**config.mk**
```make
export PLATFORM = sky130hd
export DESIGN_NAME = tmr_cnt_core
export DESIGN_NICKNAME = d
export VERILOG_FILES = /design/src/rtl/tmr_cnt_core.sv
export SDC_FILE = /design/constraint.sdc
export NUM_CORES = 1
export LEC_CHECK = 0
export BUFFER_PORTS_ARGS = -buffer_cell sky130_fd_sc_hd__buf_2
export CORE_MARGIN = 2
export CORE_UTILIZATION = 25
export DETAILED_ROUTE_END_ITERATION = 6
export PLACE_DENSITY = 0.42
export SETUP_SLACK_MARGIN = 0.02
export SLEW_MARGIN = 10
export SYNTH_ARGS = -nofsm -noshare
export SYNTH_HDL_FRONTEND = slang
export SYNTH_SLANG_ARGS = --single-unit
```
**constraint.sdc**
```tcl
create_clock -name pclk -period 3.36 [get_ports pclk]
set_clock_uncertainty 0.2 [all_clocks]
set_input_delay 0.672 -clock pclk [delete_from_list [all_inputs] [get_ports pclk]]
set_output_delay 0.672 -clock pclk [all_outputs]
set_load 0.02 [all_outputs]
```
**src/rtl/tmr_cnt_core.sv**
```systemverilog
// Timer counter core: selects one of NSRC tick sources, counts its rising edges up or down
// with sync load, auto-reload and sticky overflow/underflow/compare flags.
module tmr_cnt_core #(
    parameter int unsigned WIDTH = 8,
    parameter int unsigned NSRC  = 4,
    parameter int unsigned SELW  = 2
) (
    input  logic             pclk,
    input  logic             presetn,
    input  logic [NSRC-1:0]  tick_src,
    input  logic [SELW-1:0]  cks,
    input  logic             en,
    input  logic             ud,
    input  logic             arl,
    input  logic             load,
    input  logic [WIDTH-1:0] tdr,
    input  logic [WIDTH-1:0] cmp_val,
    input  logic [2:0]       clr_trig,
    output logic [WIDTH-1:0] cnt,
    output logic             count_enable,
    output logic             ovf_trig,
    output logic             udf_trig,
    output logic             cmp_trig
);

    localparam logic [WIDTH-1:0] CNT_MAX = '1;

    logic [NSRC-1:0]  last_src_q;
    logic [WIDTH-1:0] cnt_q, cnt_d;
    logic             ovf_q, ovf_d;
    logic             udf_q, udf_d;
    logic             cmp_q, cmp_d;
    logic             src_rise;
    logic             step;
    logic             ovf_set, udf_set, cmp_set;

    // Out-of-range selects match no source, so src_rise stays 0.
    always_comb begin
        src_rise = 1'b0;
        for (int i = 0; i < int'(NSRC); i++) begin
            if (cks == SELW'(i)) begin
                src_rise = tick_src[i] & ~last_src_q[i];
            end
        end
    end

    assign count_enable = en & src_rise;

    always_comb begin
        cnt_d   = cnt_q;
        step    = 1'b0;
        ovf_set = 1'b0;
        udf_set = 1'b0;
        if (load) begin
            cnt_d = tdr;
        end else if (count_enable) begin
            step = 1'b1;
            if (!ud) begin
                if (cnt_q == CNT_MAX) begin
                    cnt_d   = arl ? tdr : '0;
                    ovf_set = 1'b1;
                end else begin
                    cnt_d = cnt_q + 1'b1;
                end
            end else begin
                if (cnt_q == '0) begin
                    cnt_d   = arl ? tdr : CNT_MAX;
                    udf_set = 1'b1;
                end else begin
                    cnt_d = cnt_q - 1'b1;
                end
            end
        end
        cmp_set = step && (cnt_d == cmp_val);
    end

    // Clear has priority over a same-cycle set.
    always_comb begin
        ovf_d = clr_trig[0] ? 1'b0 : (ovf_q | ovf_set);
        udf_d = clr_trig[1] ? 1'b0 : (udf_q | udf_set);
        cmp_d = clr_trig[2] ? 1'b0 : (cmp_q | cmp_set);
    end

    always_ff @(posedge pclk or negedge presetn) begin
        if (!presetn) begin
            last_src_q <= '0;
            cnt_q      <= '0;
            ovf_q      <= 1'b0;
            udf_q      <= 1'b0;
            cmp_q      <= 1'b0;
        end else begin
            last_src_q <= tick_src;
            cnt_q      <= cnt_d;
            ovf_q      <= ovf_d;
            udf_q      <= udf_d;
            cmp_q      <= cmp_d;
        end
    end

    assign cnt      = cnt_q;
    assign ovf_trig = ovf_q;
    assign udf_trig = udf_q;
    assign cmp_trig = cmp_q;

endmodule

```
=== After elaboration in Yosys (flattened, before gate mapping) ===
Cells that the tools add are included.

* Register bits after elaboration: 15
* Bits of input ports: 31
* Output and inout port bits: 12
* Word-level logic and storage cells: 51

* Add/sub/neg operators: 2
* Eq/ne operators: 5
* Muxes and demuxes: 24
* Bitwise gates (word level): 12
* Reductions and logical operators: 3

{| class="wikitable"
|+ Operators by type and width
! operator !! number
|-
| 8-bit 2-to-1 mux || 7
|-
| 1-bit 2-to-1 mux || 17
|-
| 8-bit by 1-bit adder with 8-bit output (second input constant) || 1
|-
| 8-bit == test || 1
|-
| 8-bit == test (second input constant) || 1
|-
| 8-bit logical NOT || 1
|-
| 8-bit by 1-bit subtractor with 8-bit output (second input constant) || 1
|-
| 1-bit AND || 5
|-
| 2-bit == test (second input constant) || 2
|-
| 1-bit NOT || 4
|-
| 1-bit OR || 3
|-
| 2-bit by 1-bit == test with 1-bit output (second input constant) || 1
|-
| 2-bit logical NOT || 1
|-
| 1-bit logical AND || 1
|}

=== Longest topological paths before layout ===
Gate-level depths: netlist of the first run.

* Word-level depth: 13
* Depth in mapped cells: 10
* Gate-level depth less buffers: 9

=== Worst setup path after synthesis of the first run ===
No wires, ideal clock.

* Path kind: reg-to-reg
* From: register cnt_q[1], in the netlist cnt[1]
* To: register cmp_q, in the netlist cmp_trig
* Setup time: 87 ps
* Arrival time: 2491 ps
* Required time: 3073 ps
* Setup slack: 582 ps
* Cell stages (with the launch flop): 11
* Buffers on the path: 1
* Period minus slack after synthesis: 2778 ps
* Cells stage by stage: dfrtp_1 > clkbuf_1 > inv_1 > ha_1 > nor4b_4 > nand2_4 > or3_4 > a31o_1 > a211oi_2 > a41oi_1 > a211oi_2

* Word-level cells in the longest chain between the ends: 9
* Elaborated cells between the ends (all ways): 13
* Classes of those cells: add/sub (2); eq/ne (2); mux (6); bitwise (1); reduce/logical (2)

{| class="wikitable"
|+ Ends and longest elaborated chain
! item !! line !! text
|-
| start: declaration || 29 || <nowiki>logic [WIDTH-1:0] cnt_q, cnt_d;</nowiki>
|-
| start signal: assignment || 93 || <nowiki>cnt_q <= cnt_d;</nowiki>
|-
| 8-bit by 1-bit adder with 8-bit output, or another cell as far along || 63 || <nowiki>cnt_d = cnt_q + 1'b1;</nowiki>
|-
| 8-bit 2-to-1 mux, on equally long branches || 59, 66 ||
|-
| 8-bit 2-to-1 mux || 58 || <nowiki>if (!ud) begin</nowiki>
|-
| 8-bit 2-to-1 mux (*) || 56 || <nowiki>end else if (count_enable) begin</nowiki>
|-
| 8-bit 2-to-1 mux (*) || 54 || <nowiki>if (load) begin</nowiki>
|-
| 8-bit == test (*) || 74 || <nowiki>cmp_set = step && (cnt_d == cmp_val);</nowiki>
|-
| 1-bit logical AND (*) || 74 ||
|-
| 1-bit OR (*) || 81 || <nowiki>cmp_d = clr_trig[2] ? 1'b0 : (cmp_q | cmp_set);</nowiki>
|-
| 1-bit 2-to-1 mux (*) || 81 ||
|-
| named net cmp_d || 32 || <nowiki>logic cmp_q, cmp_d;</nowiki>
|-
| end signal: assignment || 96 || <nowiki>cmp_q <= cmp_d;</nowiki>
|-
| end: declaration || 32 ||
|}

Mark *: on every way through the listed nets, which the timed path passes. The rest lies on a longest branch.

=== Final worst setup path of the first run ===
* From: register cnt_q[0], in the netlist cnt[0]
* To: register cmp_q, in the netlist cmp_trig

Same word-level chain as after synthesis.

==> results.tsv, run 1 <==
metric	value	unit
status	finished, final reports clean	
fin_nets	244	
cts-resized-gates	0	
p_per_area	355	nW/um^2
tightest_slew	0.539	ns
core	5610	sq um
layout-drive-gt1-share	31.6	%
port-buffer-count	42	
syn_area	1470	sq um
cts.sinks	15	
rows	27	
tritoncts	yes	
rsz0062_at_grt	false	
crit_start	cnt[0]	
clk_latency	0.26	ns
synthTopCellsByArea	dfrtp_1, xnor2_1, o21ai_0	
avgSynthCellArea	8.56	sq um
die-area	6520	sq um
die_w	80.8	um
drt_first_pass_iters	4	
slew_headroom	63.9	%
clk_pin_slew	0.07	ns
reg2reg_slack	0.46	ns
synth_warnings	0	
crit_path_end_kind	flop	
path_class	reg -> reg	
routedWlPerCell	16.2	um
htreeDepth	1	
synth_top_area_cell	dfrtp_1	
synth.top_cell.area_share	25.5	%
dp_slack	0.478	ns
path_max_fanout	12	
syn2layout_area_growth	19.9	%
hpwlAfterDp	3500	um
peakVddDrop	130	uV
ys.flop_type	dfrtp_1	
chipHeight	80.8	um
synthCells	172	
design_power_total	0.000627	W
max_freq	0.344	GHz
grt_max_degree	19	
grt.overflow.total	0	
grt_usage	14.8	%
setup_viol	0	
gp_congestion	0.819	
reg2regPathDepth	9	
worstSetupStartpointType	flop	
period_needed	2.90	ns
post-synth-top-count-cell	dfrtp_1	
synthArstFlopShare	100	%
wl	4560	um
leakage	0.753	nW
endpoint	cmp_trig	
cp.arrival	2.88	ns
via_count	1486	
maxCapViolCount	0	
finalMaxSlewViolations	0	
syn_nets	206	
boundaryPins	43	
grt_pass1_wl	7420	um
ctsHoldBuffers	0	
ys_types	53	
reg2reg_to	cmp_trig	
timing.final.hold_violations	0	
insertedDiodeCount	0	
synth_commonest_cells	dfrtp_1, o21ai_0, nand2_1, nor2_1	
grt_pass1_vias	1461	
synth_edf_count	0	
drc	0	
fin_crit_sh	86.4	%
cts_root_buffer	clkbuf_8	
setup-tns-final	0	ns
hold_path_class	in -> async	
postCtsSetupBuffers	0	
ant_nets	0	
clockBufferDepth	2	
ys_ff_latch	15	
start_util	26.3	%
drtIter0Drc	112	
antenna_found_initial	0	
cp.required	3.34	ns
r2r-start	cnt[0]	
worst_slack	0.456	ns
drt-vias-per-instance	5.29	
seq_area_frac_synth	25.5	%
cts_inserted_buffers	3	
worst min path at each step:
stage	from	endpoint	slack, ns	cells past startpoint
floorplan	presetn	cmp_trig	0.18	0
CTS	presetn	ovf_trig	0.14	1
detailed placement	ovf_trig	ovf_trig	0.30	2
finish	presetn	ovf_trig	0.13	1
global placement	ovf_trig	ovf_trig	0.29	2
global route	presetn	ovf_trig	0.14	1
layout make-up:
class | instances | area [sq um]
fill | 638 | 3840
multi-input combinational | 135 | 980
sequential | 15 | 375
timing repair buffer | 46 | 240
tap | 72 | 90.1
clock buffer | 3 | 41.3
inverter | 9 | 33.8
clock inverter | 1 | 5.00
through the flow:
stage / instances / instance area, sq um / hold slack, ns / utilization (%)
after floorplan: 172 / 1470 / 0.176 / -
after global placement: 277 / 1720 / 0.292 / 30.7
after global routing: 281 / 1770 / 0.145 / 31.5
after CTS: 281 / 1770 / 0.143 / 31.5
after detailed placement: 277 / 1720 / 0.298 / 30.7
final: 281 / 1770 / 0.126 / 31.5
power by group:
group	internal [W]	switching [W]	leakage, nW
Clock	0.0000825	0.0000778	0.0255
Combinational	0.000101	0.000132	0.542
Sequential	0.000194	0.0000408	0.185
layout by cell type (no fill, tap or decap), types with 2 or more instances in the layout:
master / instances
a211oi_2: 2
a21oi_1: 3
a311oi_1: 4
a31o_2: 2
a31oi_1: 9
a41oi_1: 2
buf_2: 42
buf_4: 4
clkbuf_8: 3
dfrtp_1: 15
ha_1: 3
inv_1: 9
mux2_2: 4
mux2i_1: 5
nand2_1: 12
nand3_1: 8
nand4_1: 5
nor2_1: 10
nor3b_1: 3
o211ai_1: 4
o21a_1: 2
o21ai_0: 13
o22ai_1: 2
o31ai_1: 2
xnor2_1: 9
xor2_1: 5
per-layer routing:
| metal | global-route usage [%] | share of wire [%] | vias to the layer above |
|---|---|---|---|
| met2 | 23.7 | 45 | 53 |
| met4 | 4.41 | 1.6 | 0 |
| met5 | 0 | 0 | - |
| li1 | - | - | 719 |
| met3 | 2.78 | 6.5 | 6 |
| met1 | 20.5 | 47 | 708 |
cell families after synthesis:
| family | Yosys count | share of synthesized area (%) |
|---|---|---|
| AND/OR/NAND/NOR | 56 | 23.0 |
| AO/OA/AOI/OAI | 53 | 26.2 |
| buffers and inverters | 22 | 7.99 |
| flip-flops | 15 | 25.5 |
| XOR/XNOR | 14 | 8.33 |
| multiplexers | 9 | 6.46 |
| adder cells (fa/ha/maj) | 3 | 2.55 |
state kept, by name, indices dropped and copies added (netlist names):
register,flops
cnt,8
last_src_q,4
cmp_trig,1
ovf_trig,1
udf_trig,1
critical path, stage by stage (launching register included):
cell and delay [ns]:
dfrtp_1 0.52, inv_1 0.14, ha_1 0.16, nor4b_4 0.46
nand2_4 0.17, or3_4 0.41, a31o_1 0.22, a211oi_2 0.22
a41oi_1 0.15, a211oi_2 0.17
(Power assumes the default switching activity.)
==> inputs of run 2 (changes only) <==
- BUFFER_PORTS_ARGS: -buffer_cell sky130_fd_sc_hd__buf_2 -> -buffer_cell sky130_fd_sc_hd__buf_4
- SLEW_MARGIN: 10 -> 20
==> run 2 against run 1 <==
Net effect: sequential share of layout area down 1.4 points; final area up 7.2%; flip-flop and latch count did not move; core utilization grew 2.3 points; global-route usage up 0.95 points; die area unchanged; critical path type unchanged; critical endpoint unchanged; largest power group is now combinational cells.
==> results.tsv, run 2 (same netlist as run 1, synthesis figures left out) <==
metric	value	unit
placed_cells	280	
cp.required	3.29	ns
period_needed	2.82	ns
max_freq	0.355	GHz
hold_path_class	in -> async	
peakVddDrop	147	uV
grt-busiest-layer	met2	
maxCapViolCount	0	
drc	0	
fin_nets	247	
drt-vias-per-instance	5.30	
p_comb_share	41.1	%
gp_congestion	0.849	
worstSetupStartpointType	flop	
path_class	reg -> reg	
timing.final.hold_violations	0	
crit_path_end_kind	flop	
wl	4810	um
setup_viol	0	
grt_usage	15.8	%
hpwlAfterDp	3760	um
clk_pin_slew	0.07	ns
grt_pass1_wl	7980	um
p_sw_share	39.0	%
postCtsSetupBuffers	0	
cts_root_buffer	clkbuf_8	
stdcell_count	284	
start_util	26.3	%
die_w	80.8	um
fin_crit_sh	83.9	%
leakage	0.800	nW
dp_slack	0.573	ns
cts_inserted_buffers	3	
p_per_area	347	nW/um^2
ctsHoldBuffers	0	
status	finished, final reports clean	
die-area	6520	sq um
antenna_found_initial	0	
rows	27	
layout-drive-gt1-share	32.5	%
tightest_slew	0.485	ns
grt.overflow.total	0	
routedWlPerCell	16.9	um
core	5610	sq um
layout_common_cells	buf_4, dfrtp_1, o21ai_0	
chipHeight	80.8	um
seqPwrFrac	34.6	%
use_met3	2.67	%
boundaryPins	43	
via_count	1506	
p_int	0.000400	W
use_met2	26.1	%
finalMaxSlewViolations	0	
htreeDepth	1	
port-buffer-count	42	
reg2regPathDepth	8	
worst_slack	0.542	ns
cts-resized-gates	0	
insertedDiodeCount	0	
largest_reg_flops	8	
cp.arrival	2.75	ns
cts.sinks	15	
path_max_fanout	10	
drtIter0Drc	93	
clockBufferDepth	2	
tritoncts	yes	
power_frac_clock	24.3	%
setup-tns-final	0	ns
use_met1	21.2	%
ant_nets	0	
final_common_cell	buf_4	
slew_headroom	67.7	%
grt_max_degree	19	
clk_latency	0.25	ns
rsz0062_at_grt	false	
p_switching	0.000256	W
syn2layout_area_growth	28.5	%
drt_first_pass_iters	4	
grt_pass1_vias	1565	
whs	0.0624	ns
[run 2: cell types whose count changed in the layout (fill, tap and decap cells not counted)]
cell   before  now
buf_2      42    0
buf_4       4   49
[run 2: metal layers]
metal  routed length [um]  part of all wire (%)
met2                 2240                    47
met5                    0                     0
met4                   91                   1.9
met1                 2160                    45
met3                  321                   6.7
[run 2: final cells by class]
type,count,area [sq um]
Sequential cell,15,375
Clock buffer,3,41.3
Tap cell,72,90.1
Inverter,9,33.8
Timing Repair Buffer,49,368
Fill cell,607,3710
Multi-Input combinational cell,135,980
Clock inverter,1,5.00
[run 2: stage by stage]
step | total power, W | cell area, sq um | utilization, %
floorplan | 0.000400 | 1470 | -
global placement | 0.000501 | 1850 | 32.9
detailed placement | 0.000499 | 1850 | 32.9
CTS | 0.000660 | 1890 | 33.8
global route | 0.000703 | 1890 | 33.8
finish | 0.000656 | 1890 | 33.8
[run 2: worst paths after layout]
path,startpoint,endpoint,slack (ns)
worst max-delay path,cnt[1],cmp_trig,0.54
worst min-delay path,presetn,cnt[0],0.06
worst max register to register,cnt[1],cmp_trig,0.54
worst min register to register,udf_trig,udf_trig,0.31
max in group asynchronous,presetn,cnt[3],2.72
min in group pclk,udf_trig,udf_trig,0.31
[run 2: worst max-delay path, stage by stage (launching register included)]
cell	delay, ns
dfrtp_1	0.51
ha_1	0.35
nand3_1	0.13
nor2_1	0.36
nand4_1	0.16
o31ai_1	0.14
mux2_2	0.39
a2111oi_2	0.39
a211oi_2	0.08
[run 2: power groups by stage]
stage	Sequential (W)	Clock, W	Combinational, W
after CTS	0.000226	0.000162	0.000271
after detailed placement	0.000230	0	0.000269
final	0.000227	0.000160	0.000270
after global routing	0.000230	0.000174	0.000298
after global placement	0.000229	0	0.000271
after floorplan	0.000224	0	0.000176
==> inputs of run 3 (changes only) <==
- PLACE_DENSITY: 0.42 -> 0.44
- clock period: 3.36 -> 2.3 ns (I/O delays scaled with it)
==> run 3 against run 2 <==
Net effect: the flow now finishes with violations (setup timing); sequential power rose by 40%; critical path depth rose by 1; core utilization rose by 7.8 points; sequential share of layout area fell by 3.5 points; flip-flop and latch count did not move; cell count rose by 16%; via count rose by 9.2%; critical endpoint unchanged; largest cell class unchanged.
==> results.tsv, run 3 (same netlist as run 1, synthesis figures left out) <==
metric	value	unit
period_needed	2.49	ns
reg2reg_slack	-0.19	ns
gp_congestion	0.808	
path_class	reg -> reg	
violations	setup timing	
insertedDiodeCount	0	
whs	0.121	ns
syn2layout_area_growth	58.1	%
via_count	1645	
max_stage_delay	0.44	ns
cts.sinks	15	
hpwlAfterDp	4000	um
clockBufferDepth	2	
hold_end	last_src_q[2]	
crit_family	simple AND/OR/NAND/NOR gates	
grt_usage	16.5	%
r2r-start	cnt[1]	
finalMaxSlewViolations	0	
drt-vias-per-instance	5.00	
layout_common_cells	buf_4, nand2_1, dfrtp_1	
core	5610	sq um
start_util	26.3	%
wl	5070	um
chipHeight	80.8	um
ant_nets	0	
crit_buf_inv	1	
reg2reg_to	cmp_trig	
grt_pass1_wl	8180	um
hold_start	tick_src[2]	
rsz0062_at_grt	true	
crit_path_end_kind	flop	
final_common_cell	buf_4	
reg2regPathDepth	9	
multiInputGateArea	1050	sq um
fillers	602	
tightest_slew	0.378	ns
boundaryPins	43	
clk_pin_slew	0.07	ns
slew_headroom	74.6	%
layout-drive-gt1-share	49.0	%
cp.arrival	2.42	ns
cts_inserted_buffers	3	
drc	0	
setup_viol	2	
routedWlPerCell	15.4	um
path_max_fanout	7	
die-area	6520	sq um
fin_crit_sh	108	%
cp.required	2.23	ns
crit_slowest_cell	dfrtp_2	
leakage	1.03	nW
grt_max_degree	19	
max_freq	0.402	GHz
clk_latency	0.25	ns
die_w	80.8	um
port-buffer-count	42	
stdcell_count	329	
rows	27	
drtIter0Drc	90	
grt_pass1_vias	1604	
drt_first_pass_iters	4	
p_per_area	468	nW/um^2
crit_chain	inv_4, ha_4, nor4b_4, nand2_4, or3_1, o211ai_1, xor2_1, a2111oi_4, a211oi_2	
peakVddDrop	193	uV
crit_start	cnt[1]	
antenna_found_initial	0	
hold_path_class	in -> reg	
htreeDepth	1	
largest_reg_flops	8	
tritoncts	yes	
fin_nets	292	
maxCapViolCount	0	
grt.overflow.total	0	
placed_cells	319	
worstSetupStartpointType	flop	
cts_root_buffer	clkbuf_8	
hold_depth	1	
worst_slack	-0.187	ns
regArea	379	sq um
timing.final.hold_violations	0	
status	finished, violations left	
==> run 3: routing by layer <==
| metal | vias up | part of all wire [%] | track usage, % |
|---|---|---|---|
| met5 | - | 0 | 0 |
| met4 | 0 | 0.49 | 3.73 |
| met3 | 2 | 5.2 | 2.67 |
| met2 | 41 | 44 | 25.2 |
| met1 | 787 | 50 | 24.5 |
| li1 | 815 | - | - |
==> run 3: where the power goes <==
part | switching, W | total (W) | internal (W)
clock network | 0.000106 | 0.000226 | 0.000120
logic | 0.000262 | 0.000546 | 0.000284
registers | 0.0000321 | 0.000317 | 0.000285
==> run 3: how the worst max path moves through the flow <==
stage               cells after the start  slack [ns]       end
finish                                  9       -0.19  cmp_trig
global route                            9       -0.35  cmp_trig
CTS                                     9       -0.19  cmp_trig
detailed placement                     10       -0.20  cmp_trig
global placement                       10       -0.19  cmp_trig
floorplan                              10       -0.34  cmp_trig
==> run 3: cell type report <==
class	count	share of cell area [%]
multi-input combinational	135	44.9
timing repair buffer	94	31.3
sequential	15	16.3
tap	72	3.87
clock buffer	3	1.77
inverter	9	1.67
clock inverter	1	0.215
==> run 3: what timing repair did <==
item,4_1_cts,5_1_grt
hold buffers,1,0
resized for setup,2,11
endpoints found under the setup margin,3,6
pin swaps,2,4
buffers inserted,3,2
hold endpoints to repair,15,0
==> run 3: metrics by stage <==
step	setup slack, ns	power [W]	cell area (sq um)	TNS (ns)	utilization (%)
after detailed placement	-0.196	0.000840	2200	-0.263	39.2
after global placement	-0.194	0.000844	2200	-0.241	39.2
after global routing	-0.349	0.00117	2330	-0.575	41.5
final	-0.187	0.00109	2330	-0.204	41.5
after floorplan	-0.339	0.000604	1530	-0.535	-
after CTS	-0.189	0.00109	2280	-0.226	40.7
